$ cat src/rtl/arith_pkg.sv
// Shared definitions for the serial arithmetic blocks: FSM state encoding
// and the sizing rule for bit counters.
package arith_pkg;

   typedef enum logic [1:0] {
      ST_IDLE = 2'd0,
      ST_RUN  = 2'd1,
      ST_DONE = 2'd2
   } state_t;

   // Wide enough to hold the value 'width' itself, so a count of WIDTH never wraps.
   function automatic int cnt_width(input int width);
      return $clog2(width + 1);
   endfunction

endpackage

$ cat src/rtl/fs_bit.sv
// Combinational 1-bit full subtractor: d = a - b - bin, bout = borrow out.
module fs_bit (
   input  logic a,
   input  logic b,
   input  logic bin,
   output logic d,
   output logic bout
);

   assign d    = a ^ b ^ bin;
   assign bout = (~a & b) | (~(a ^ b) & bin);

endmodule

$ cat src/rtl/serial_subtractor.sv
// Bit-serial subtractor: Diff = A - B - Bin (mod 2^WIDTH), LSB first, one bit
// per clock through a single fs_bit cell and a borrow flip-flop.
module serial_subtractor
   import arith_pkg::*;
#(
   parameter int WIDTH = 8
) (
   input  logic             clk,
   input  logic             rst,
   input  logic             start,
   input  logic [WIDTH-1:0] A,
   input  logic [WIDTH-1:0] B,
   input  logic             Bin,
   output logic             busy,
   output logic             done,
   output logic [WIDTH-1:0] Diff,
   output logic             Borrow
);

   localparam int CNT_W = cnt_width(WIDTH);

   state_t             r_state;
   state_t             w_state_nxt;
   logic [WIDTH-1:0]   r_a;
   logic [WIDTH-1:0]   r_b;
   logic [WIDTH-1:0]   r_res;
   logic [WIDTH-1:0]   w_res_nxt;
   logic               r_bor;
   logic [CNT_W-1:0]   r_cnt;
   logic               w_d;
   logic               w_bout;
   logic               w_accept;
   logic               w_last;

   fs_bit u_fs_bit (
      .a    (r_a[0]),
      .b    (r_b[0]),
      .bin  (r_bor),
      .d    (w_d),
      .bout (w_bout)
   );

   assign w_last = (r_cnt == CNT_W'(WIDTH - 1));

   // New difference bit enters at the MSB so the word is aligned after WIDTH shifts.
   always_comb begin
      w_res_nxt            = r_res >> 1;
      w_res_nxt[WIDTH-1]   = w_d;
   end

   always_comb begin
      w_state_nxt = r_state;
      w_accept    = 1'b0;
      busy        = 1'b0;
      done        = 1'b0;
      case (r_state)
         ST_IDLE: begin
            if (start) begin
               w_accept    = 1'b1;
               w_state_nxt = ST_RUN;
            end
         end
         ST_RUN: begin
            busy = 1'b1;
            if (w_last) begin
               w_state_nxt = ST_DONE;
            end
         end
         ST_DONE: begin
            done = 1'b1;
            if (start) begin
               w_accept    = 1'b1;
               w_state_nxt = ST_RUN;
            end else begin
               w_state_nxt = ST_IDLE;
            end
         end
         default: begin
            w_state_nxt = ST_IDLE;
         end
      endcase
   end

   always_ff @(posedge clk) begin
      if (rst) begin
         r_state <= ST_IDLE;
         r_a     <= '0;
         r_b     <= '0;
         r_res   <= '0;
         r_bor   <= 1'b0;
         r_cnt   <= '0;
         Diff    <= '0;
         Borrow  <= 1'b0;
      end else begin
         r_state <= w_state_nxt;
         if (w_accept) begin
            r_a   <= A;
            r_b   <= B;
            r_bor <= Bin;
            r_cnt <= '0;
         end else if (r_state == ST_RUN) begin
            r_a   <= r_a >> 1;
            r_b   <= r_b >> 1;
            r_bor <= w_bout;
            r_res <= w_res_nxt;
            r_cnt <= r_cnt + CNT_W'(1);
            // Result outputs move only on the completion edge, never bit by bit.
            if (w_last) begin
               Diff   <= w_res_nxt;
               Borrow <= w_bout;
            end
         end
      end
   end

endmodule

$ cat config.mk
export PLATFORM = sky130hd
export DESIGN_NAME = serial_subtractor
export DESIGN_NICKNAME = d
export VERILOG_FILES = /design/src/rtl/arith_pkg.sv /design/src/rtl/fs_bit.sv /design/src/rtl/serial_subtractor.sv
export SDC_FILE = /design/constraint.sdc
export NUM_CORES = 1
export LEC_CHECK = 0
export ABC_CLOCK_PERIOD_IN_PS = 1300
export CAP_MARGIN = 25
export CORE_MARGIN = 5
export CORE_UTILIZATION = 55
export CTS_CLUSTER_DIAMETER = 200
export DETAILED_ROUTE_END_ITERATION = 6
export DONT_BUFFER_PORTS = 1
export PLACE_DENSITY = 0.73
export SYNTH_ARGS = -nofsm -noshare
export SYNTH_HDL_FRONTEND = slang
export SYNTH_SLANG_ARGS = --single-unit
$ cat constraint.sdc
create_clock -name clk -period 1.3 [get_ports clk]
set_clock_uncertainty 0.1 [all_clocks]
set_input_delay 0.26 -clock clk [delete_from_list [all_inputs] [get_ports clk]]
set_output_delay 0.26 -clock clk [all_outputs]
set_load 0.02 [all_outputs]
* Yosys cells after proc, flatten, opt, wreduce, memory -nomap -nowiden *
Index checks and enable logic that the tools add are counted.

storage, ports and cells
  register bits = 40
  latch bits = 0
  memory bits (writable) = 0
  ROM bits = 0
  memories = 0

cells by class
  $add $sub $neg = 1
  multiply operators = 0
  div/mod/pow operators = 0
  order comparisons = 0
  equal/unequal tests = 5
  shift operators = 0
  mux-type cells = 14
  bitwise gates (word level) = 8
  reduce and logical (&&, ||, !) cells = 7

operators with widths
  cell                 count
  $mux 8               4
  $mux 1               7
  $pmux 2 s3           1
  $add 4x1->4 const B  1
  $eq 4x3->1 const B   1
  $mux 2               2
  $ne 2x2->1 const B   2
  $reduce_and 2->1     2
  $reduce_or 2->1      2
  $not 1->1            3
  $reduce_and 3->1     1
  $and 1x1->1          2
  $eq 2x1->1 const B   1
  $eq 2x2->1 const B   1
  $logic_not 2->1      1
  $reduce_bool 2->1    1
  $xor 1x1->1          2
  $or 1x1->1           1

* Logic depth before layout (Yosys ltp) *
Gate-level depths: netlist of the first run.

  depth after elaboration = 6
  depth in mapped cells = 5
  gate-level depth less buffers = 4

* By module *
From an unflattened synthesis of the first run, not the netlist that was laid out.

second synthesis, totals
  cells, all modules = 183
  area, all modules = 1,635.3 sq um

modules (own cells, without submodules)
  module             instances  cells an instance  area an instance (sq um)  sequential area each (sq um)
  serial_subtractor  1          179                1,604.0                   780.7
  fs_bit             1          4                  31.3                      0.0

* Least setup slack after synthesis of the first run *
OpenSTA, ideal clock, no wires.

  path type = reg2reg
  from = register r_cnt[0]
  to = register Borrow
  setup time = 0.091 ns
  data arrival time = 1.112 ns
  required time = 1.109 ns
  setup slack = -0.003 ns
  stages on the path, launching flop included = 6
  period minus slack after synthesis = 1.303 ns
  cell sequence = dfxtp_1 > ha_1 > and3b_1 > buf_2 > a21oi_1 > a311oi_1

between the ends
  cells in the longest elaborated chain, start to end = 2

ends and longest elaborated chain
  element                            RTL line                  RTL
  start, declared                    serial_subtractor.sv:29   logic [CNT_W-1:0] r_cnt;
  start signal, assigned             serial_subtractor.sv:106  r_cnt <= r_cnt + CNT_W'(1);
  $eq 4x3->1                         serial_subtractor.sv:43   assign w_last = (r_cnt == CNT_W'(WIDTH - 1));
  $reduce_and 3->1 (no source line)  -
  end signal, assigned               serial_subtractor.sv:110  Borrow <= w_bout;
  end, declared                      serial_subtractor.sv:17   output logic Borrow

Every way passes these cells.
A chain may end at the register's enable or synchronous reset.

* Worst setup path in the final report of the first run *
  from = register r_state[1]
  to = output busy

between the ends
  cells in the longest elaborated chain, start to end = 2

ends and longest elaborated chain
  element                 RTL line                 RTL
  start, declared         serial_subtractor.sv:22  state_t r_state;
  start signal, assigned  serial_subtractor.sv:95  r_state <= w_state_nxt;
  $eq 2x1->1              serial_subtractor.sv:56  case (r_state)
  $mux 1                  serial_subtractor.sv:56
  end, declared           serial_subtractor.sv:14  output logic busy,

Every way passes these cells.

==> impl_metrics.yaml, run 1 <==
place:
  placed_cell_area_sq_mm: 0.00168
  numPortBuffers: 0
  hpwl_um: 2360
  placer_congestion_estimate: 0.753
die:
  boundaryPins: 31
  die_area_sq_mm: 0.00400
  dieHeight_um: 63.3
  die_w_um: 63.3
  fp.coreArea_sq_mm: 0.00273
  floorplan.initialDensity: 0.571
  core.rowCount: 19
synth:
  netlist_top_cells_area: "dfxtp_1 50%, a21oi_1 6.7%, nand2_1 6.5%"
  synth_top_cell_area_share: 0.500
  synth.net_count: 204
  syn-cell-area_sq_mm: 0.00156
  synth_edf_count: 0
  synth_top_flop_cell: "dfxtp_1"
  syn_inst: 182
  synth_warnings: 0
  seq_area_frac_synth: 0.500
  ys_types: 28
  yosys_register_bits: 39
  synthArstFlopShare: 0
  syn_avg_cell_area_sq_um: 8.57
  synth_largest_area_cell: "dfxtp_1"
worst_setup_path:
  critPathMaxStageDelay_ns: 0.36
  crit_end: "busy"
  cp_max_fo: 6
  critical_path_arrival_ns: 1.06
  crit_chain: "nand2b_4 -> clkinv_4 -> buf_12"
  worst_r2r_endpoint: "Diff[1]"
  worstSetupStartpointType: "register"
  crit_path_top_delay_cell: "dfxtp_2"
  regToRegStartpoint: "r_state[1]"
  path_type_of_the_worst_setup_path: "reg2out"
  r2r_cells: 6
  reg2reg_slack_ns: -0.05
  timing.critical_path.to_type: "primary output"
  crit_path_start: "r_state[1]"
  worstPathRequired_ns: 0.94
timing:
  crit_share_post_route: 1.10
  final_max_slew_viol_count: 0
  max_slew_margin: 0.842
  final_hold_viol_count: 39
  clock.fmax_ghz: 0.702
  setup_ws_ns: -0.124
  setup_viol: 12
  worst_pin_slew_ns: 0.236
  finalWorstPathRequiredPeriod_ns: 1.42
  hold_ws_ns: -0.157
  setup_repair_after_global_routing_missed_its_margin: "true"
routing:
  final_antenna_net_count: 0
  routed_via_density: 6.22
  wl_um: 4190
  drt_pre_antenna_iters: 4
  drtIter0Drc: 108
  detail_route.drc_violations: 0
  routed-via-count: 1431
  routed_length_per_instance_um: 18.2
finish:
  most_common_library_cell_in_the_layout_ignoring_fill_and_taps: "dfxtp_1"
  final_nets: 220
  non_filler_cell_area_final_sq_mm: 0.00208
  layout-drive-gt1-share: 0.352
  most_frequent_cells_in_the_layout: "34 x dfxtp_1, 25 x nand2_1, 14 x buf_4"
  area_growth_pct: 33.6
  n_antenna_cell: 0
  n_fill_cell: 188
clock_network:
  h-tree-depth: 2
  cts_made_buffers: 5
  sinks_on_the_clock_net: 39
  cts.root.buffer_cell: "clkbuf_4"
  clock_tree_from_tritoncts: "built"
  clock_insertion_delay_worst_skew_ns: 0.37
  path_clk_slew_ns: 0.12
  cts-root-to-sink-buffers: 2
status:
  status: "finished with violations"
  violations: "negative hold slack, negative setup slack"
power_and_ir_drop:
  power_per_cell_area_mw_per_mm2: 1240
  vdd.ir_drop.worst_mv: 0.951
  p_leak_nw: 0.745
  overall_power_after_layout_w: 0.00258
worst_hold_path:
  worstHoldPathType: "in2reg"
  timing.hold.worst.start: "rst"
global_routing:
  grt_start_max_net_pins: 40
  initial_antenna_violation_count: 0
  globalRouteTotalUtil: 0.198
  overflow: 0
  via_count_of_the_first_global_routing_pass: 1411
  grt_pass1_wl_um: 6300
job:
  drv_cap: 0
[how the worst min path moves through the flow]
stage / end / cells after the start
finish: r_state[0] / 1
global route: r_res[3] / 1
CTS: r_state[0] / 1
detailed placement: Diff[2] / 1
global placement: r_res[2] / 1
floorplan: r_a[7] / 2
[critical path: cells and delay by family (launching register included)]
family | cells | cell delay (ns)
buffers and inverters | 2 | 0.20
flip-flops | 1 | 0.36
AND/OR/NAND/NOR | 1 | 0.14
[what timing repair did]
item / CTS / global route
setup buffers: 2 / 0
pin swaps: 3 / 7
endpoints found under the setup margin: 18 / 34
hold endpoints to repair: 39 / 39
gates resized for setup: 15 / 42
gates cloned: 2 / 2
[kinds of logic after synthesis]
family	count (synthesis)	share of synthesized area
XOR/XNOR	2	0.0112
AND/OR/NAND/NOR	70	0.208
flip-flops	39	0.500
AO/OA/AOI/OAI	48	0.188
buffers and inverters	19	0.0585
multiplexers	2	0.0128
adder cells (fa/ha/maj)	2	0.0208
[synthesized netlist by cell type, drive strengths merged (5+ instances only)]
| cell type | count |
|---|---|
| a21oi | 21 |
| dfxtp | 39 |
| o21ai | 9 |
| clkbuf | 5 |
| nand2 | 27 |
| o22ai | 6 |
| buf | 11 |
| nor2 | 7 |
| nor3 | 15 |
| a311oi | 8 |
| nand3 | 13 |
[layout make-up]
class | instances | area [sq um] | share of cell area
clock buffer | 6 | 51.3 | 0.0246
clock inverter | 2 | 35.0 | 0.0168
inverter | 3 | 16.3 | 0.00780
multi-input combinational | 124 | 832 | 0.399
sequential | 39 | 792 | 0.380
tap | 31 | 38.8 | 0.0186
timing repair buffer | 25 | 319 | 0.153
[power by group]
part | switching, W | internal, W | leakage (nW)
sequential | 0.0000424 | 0.00125 | 0.321
clock | 0.000416 | 0.000454 | 0.0482
combinational | 0.000194 | 0.000217 | 0.376
[routing by layer]
layer,vias up,track usage,routed length (um)
met5,-,0,0
met4,0,0.0727,61
met3,8,0.0835,279
met2,46,0.345,2200
met1,698,0.213,1640
li1,679,-,-
[registers in the layout, indices dropped and copies added (netlist names)]
register  flops
Diff          8
r_res         7
r_cnt         4
r_a           8
r_state       2
r_bor         1
r_b           8
Borrow        1
[per-stage QoR]
step / setup WS [ns] / hold slack, ns / std cells / TNS, ns / utilization
final: -0.124 / -0.157 / 230 / -0.425 / 0.762
after detailed placement: -0.0622 / 0.236 / 216 / -0.456 / 0.615
after global routing: -0.165 / -0.180 / 230 / -1.93 / 0.762
after CTS: -0.0999 / -0.160 / 228 / -0.378 / 0.688
after floorplan: 0.00391 / 0.296 / 182 / 0 / -
after global placement: -0.0117 / 0.233 / 216 / -0.0528 / 0.615
No activity file was read; power rests on OpenSTA's default activity.
==> inputs of run 2 (changes only) <==
CTS_BUF_LIST = sky130_fd_sc_hd__clkbuf_8   (was unset)
==> impl_metrics.yaml, run 2 (same netlist as run 1, synthesis figures left out) <==
worst_setup_path:
  critical_path_arrival_ns: 1.00
  r2r_cells: 4
  critPathMaxStageDelay_ns: 0.34
  crit_path_top_delay_cell: "dfxtp_2"
  critical_path.top_delay_family: "flip-flops"
  regToRegStartpoint: "r_bor"
  path_type_of_the_worst_setup_path: "reg2out"
  worstPathRequired_ns: 0.94
  reg2reg_slack_ns: -0.01
  timing.critical_path.to_type: "primary output"
  worstSetupStartpointType: "register"
  cp_max_fo: 12
  worst_r2r_endpoint: "r_res[7]"
  critical_path_buf_inv_count: 2
  crit_chain: "nand2b_4 -> clkinv_4 -> buf_12"
timing:
  hold_ws_ns: -0.0744
  crit_share_post_route: 1.05
  finalWorstPathRequiredPeriod_ns: 1.36
  worst_pin_slew_ns: 0.255
  setup_ws_ns: -0.0610
  final_hold_viol_count: 39
  setup_repair_after_global_routing_missed_its_margin: "true"
  clock.fmax_ghz: 0.735
  final.setup.tns_ns: -0.0746
  setup_viol: 4
  max_slew_margin: 0.830
  final_max_slew_viol_count: 0
power_and_ir_drop:
  power_per_cell_area_mw_per_mm2: 1340
  p_leak_nw: 0.688
  vdd.ir_drop.worst_mv: 1.07
  overall_power_after_layout_w: 0.00266
routing:
  routed_via_density: 6.08
  wl_met3_um: 197
  met2WireLength_um: 1960
  wl_um: 3770
  detail_route.drc_violations: 0
  met1_length_um: 1550
  drt_pre_antenna_iters: 4
  routed_length_per_instance_um: 16.5
  drtIter0Drc: 104
  routed.top_layer: "met4"
  final_antenna_net_count: 0
  routed-via-count: 1387
clock_network:
  clock_tree_from_tritoncts: "built"
  cts.root.buffer_cell: "clkbuf_8"
  path_clk_slew_ns: 0.08
  cts_made_buffers: 5
  clock_insertion_delay_worst_skew_ns: 0.29
  sinks_on_the_clock_net: 39
  h-tree-depth: 2
  cts-root-to-sink-buffers: 2
global_routing:
  globalRouteTotalUtil: 0.195
  grt_start_max_net_pins: 40
  grt_pass1_wl_um: 6260
  initial_antenna_violation_count: 0
  overflow: 0
  via_count_of_the_first_global_routing_pass: 1414
finish:
  n_antenna_cell: 0
  fin_util: 0.725
  largest_registers: "Diff x8, r_a x8, r_b x8"
  area_growth_pct: 27.0
  non_filler_cell_area_final_sq_mm: 0.00198
  layout-drive-gt1-share: 0.320
  n_fill_cell: 209
  final_nets: 218
  most_frequent_cells_in_the_layout: "34 x dfxtp_1, 26 x nand2_1, 17 x buf_4"
  most_common_library_cell_in_the_layout_ignoring_fill_and_taps: "dfxtp_1"
place:
  placed_cell_area_sq_mm: 0.00168
  hpwl_um: 2360
  placer_congestion_estimate: 0.753
  numPortBuffers: 0
  pre_cts_ws_ns: -0.0622
die:
  die_w_um: 63.3
  dieHeight_um: 63.3
  boundaryPins: 31
  floorplan.initialDensity: 0.571
  core.rowCount: 19
  die_area_sq_mm: 0.00400
  fp.coreArea_sq_mm: 0.00273
worst_hold_path:
  timing.hold.worst.start: "rst"
  min_to: "Diff[5]"
  worstHoldPathType: "in2reg"
  hold_crit_depth: 1
status:
  status: "finished with violations"
  violations: "negative hold slack, negative setup slack"
job:
  drv_cap: 0
[run 2: cell count changes in the layout (fill, tap and decap cells not counted), sizes merged]
| cell | before | now |
|---|---|---|
| buf | 22 | 23 |
| bufbuf | 1 | 0 |
| clkbuf | 8 | 6 |
[run 2: cell type report]
class | count | area [sq um] | area share
Timing Repair Buffer | 23 | 220 | 0.111
Sequential cell | 39 | 790 | 0.398
Clock inverter | 2 | 35.0 | 0.0177
Clock buffer | 6 | 82.6 | 0.0417
Inverter | 3 | 16.3 | 0.00821
Tap cell | 31 | 38.8 | 0.0196
Multi-Input combinational cell | 124 | 800 | 0.403
[run 2: worst max-delay path by stage]
stage                          start       end  depth (start not counted)
after global routing      r_state[1]      busy                          3
after detailed placement    r_cnt[1]    Borrow                          4
final                     r_state[1]      busy                          3
after global placement      r_cnt[1]    Borrow                          4
after CTS                 r_state[1]      busy                          3
after floorplan           r_state[0]  r_cnt[3]                          4
[run 2: worst register-to-register path, stage by stage (launching register included)]
cell	delay, ns
dfxtp_2	0.34
inv_2	0.04
fa_2	0.58
nand2_2	0.06
a21oi_2	0.12
[run 2: routing by layer]
layer / vias to the layer above / global-route usage
met3: 6 / 0.0693
met1: 672 / 0.213
met2: 35 / 0.337
met4: 0 / 0.0857
met5: - / 0
li1: 674 / -
[run 2: power by group]
| part | switching (W) | internal, W |
|---|---|---|
| combinational | 0.000170 | 0.000155 |
| sequential | 0.0000370 | 0.00125 |
| clock | 0.000429 | 0.000621 |
| total | 0.000636 | 0.00203 |
[run 2: metrics by stage]
stage / instances / hold WS (ns)
CTS: 227 / -0.0787
finish: 228 / -0.0744
global route: 228 / -0.0940
floorplan: 182 / 0.296
detailed placement: 216 / 0.236
global placement: 216 / 0.233
[run 2: timing repair]
action | CTS | global route
resized for setup | 15 | 29
cloned | 1 | 0
endpoints found under the hold margin | 39 | 39
endpoints found under the setup margin | 18 | 21
pin swaps | 2 | 5
setup buffers | 2 | 1
==> inputs of run 3 (changes only) <==
CORE_MARGIN = 2   (was 5)
CTS_CLUSTER_DIAMETER = 120   (was 200)
==> impl_metrics.yaml, run 3 (same netlist as run 1, synthesis figures left out) <==
status:
  status: "finished with violations"
  violations: "negative hold slack, negative setup slack"
timing:
  finalWorstPathRequiredPeriod_ns: 1.37
  setup_viol: 3
  final_max_slew_viol_count: 0
  max_slew_margin: 0.834
  hold_ws_ns: -0.0858
  final.setup.tns_ns: -0.123
  clock.fmax_ghz: 0.730
  worst_pin_slew_ns: 0.248
  setup_repair_after_global_routing_missed_its_margin: "true"
  setup_ws_ns: -0.0690
  final_hold_viol_count: 39
  crit_share_post_route: 1.05
global_routing:
  initial_antenna_violation_count: 0
  via_count_of_the_first_global_routing_pass: 1323
  grt_start_max_net_pins: 40
  globalRouteTotalUtil: 0.225
  grt_pass1_wl_um: 5660
  overflow: 0
worst_setup_path:
  worstPathRequired_ns: 0.94
  worstSetupStartpointType: "register"
  path_type_of_the_worst_setup_path: "reg2out"
  critical_path_arrival_ns: 1.01
  cp_max_fo: 6
  timing.critical_path.to_type: "primary output"
  crit_path_top_delay_cell: "dfxtp_2"
  crit_chain: "nand2b_4 -> clkinv_4 -> buf_12"
  critPathMaxStageDelay_ns: 0.34
power_and_ir_drop:
  vdd.ir_drop.worst_mv: 1.33
  overall_power_after_layout_w: 0.00280
  sequential_share_of_power: 0.460
  switching_share: 0.230
  cellInternalPower_w: 0.00216
  p_leak_nw: 0.680
  fraction_of_power_consumed_by_the_clock_network: 0.432
  share_comb_of_total_power: 0.108
  power_per_cell_area_mw_per_mm2: 1440
  total_switching_power_w: 0.000645
place:
  placer_congestion_estimate: 0.830
  numPortBuffers: 0
  hpwl_um: 2290
clock_network:
  cts.root.buffer_cell: "clkbuf_8"
  sinks_on_the_clock_net: 39
  cts-root-to-sink-buffers: 2
  path_clk_slew_ns: 0.08
  cts_made_buffers: 5
  h-tree-depth: 2
  clock_insertion_delay_worst_skew_ns: 0.30
  clock_tree_from_tritoncts: "built"
finish:
  layout-drive-gt1-share: 0.292
  area_growth_pct: 25.1
  final_nets: 216
  n_fill_cell: 209
  fin_util: 0.714
  largest_registers: "Diff x8, r_a x8, r_b x8"
  footprint_of_the_multi_input_gates_sq_um: 771
  layout.area.seq_sq_um: 791
  most_common_library_cell_in_the_layout_ignoring_fill_and_taps: "dfxtp_1"
  most_frequent_cells_in_the_layout: "33 x dfxtp_1, 26 x nand2_1, 16 x a21oi_1, 16 x buf_4, 15 x nor3_1"
  n_antenna_cell: 0
die:
  boundaryPins: 31
  floorplan.initialDensity: 0.571
  dieHeight_um: 57.3
  fp.coreArea_sq_mm: 0.00273
  die_w_um: 57.3
  core.rowCount: 19
  die_area_sq_mm: 0.00328
routing:
  routed-via-count: 1362
  drt_pre_antenna_iters: 4
  routed_length_per_instance_um: 16.0
  final_antenna_net_count: 0
  routed_via_density: 6.03
  drtIter0Drc: 71
  wl_um: 3620
  detail_route.drc_violations: 0
job:
  drv_cap: 0
worst_hold_path:
  worstHoldPathType: "in2reg"
## run 3: cell count changes in the layout (fill, tap and decap cells not counted), sizes merged
cell,previous run,this run
clkinvlp,0,1
bufinv,1,2
clkinv,2,1
buf,23,20
## run 3: path summary, 6_finish.rpt
| check | startpoint | end | slack (ns) | cells past startpoint |
|---|---|---|---|---|
| setup reg to reg | r_state[1] | r_a[5] | -0.01 | 6 |
| hold reg to reg | r_res[1] | Diff[0] | 0.36 | 2 |
| setup / recovery | r_state[1] | busy | -0.07 | 3 |
| hold / removal | rst | Diff[1] | -0.09 | 1 |
## run 3: area by class of cell
| cell class | count | share of cell area |
|---|---|---|
| repair buffers | 21 | 0.102 |
| multi-input cells | 124 | 0.395 |
| flip-flops and latches | 39 | 0.405 |
| well taps | 31 | 0.0199 |
| clock inverters | 3 | 0.0346 |
| inverters | 3 | 0.00833 |
| clock buffers | 5 | 0.0353 |
## run 3: timing repair
| item | in CTS | in global routing |
|---|---|---|
| cloned | 1 | 1 |
| pin swaps | 0 | 5 |
| hold endpoints to repair | 39 | 39 |
| buffers inserted | 2 | 3 |
| gates resized for setup | 11 | 29 |
| setup endpoints to repair | 18 | 27 |
## run 3: power groups by stage
stage          clock network [W]  registers [W]  logic [W]
4_1_cts                  0.00121        0.00128   0.000284
5_1_grt                  0.00126        0.00130   0.000328
3_5_place_dp                   0        0.00131   0.000255
2_1_floorplan                  0        0.00130   0.000208
6_report                 0.00121        0.00129   0.000302
3_3_place_gp                   0        0.00131   0.000243
## run 3: layer usage
metal / wire (um) / vias to the layer above / track usage / share of wire
li1: - / 668 / - / -
met1: 1520 / 650 / 0.268 / 0.42
met5: 0 / - / 0 / 0
met3: 227 / 5 / 0.0726 / 0.063
met2: 1820 / 39 / 0.379 / 0.50
met4: 50 / 0 / 0.0831 / 0.014
## run 3: critical path, delay by kind of cell (launching register included)
family | cells | cell delay (ns)
DFF | 1 | 0.34
buffers and inverters | 2 | 0.21
and+or+nand+nor | 1 | 0.16
## run 3: through the flow
| step | cells | cell area, sq um | worst slack [ns] |
|---|---|---|---|
| 2_1_floorplan | 182 | 1570 | 0.00391 |
| 3_3_place_gp | 214 | 1670 | 0.0442 |
| 3_5_place_dp | 214 | 1670 | -0.0451 |
| 4_1_cts | 224 | 1860 | -0.0570 |
| 5_1_grt | 226 | 1950 | -0.115 |
| 6_report | 226 | 1950 | -0.0690 |
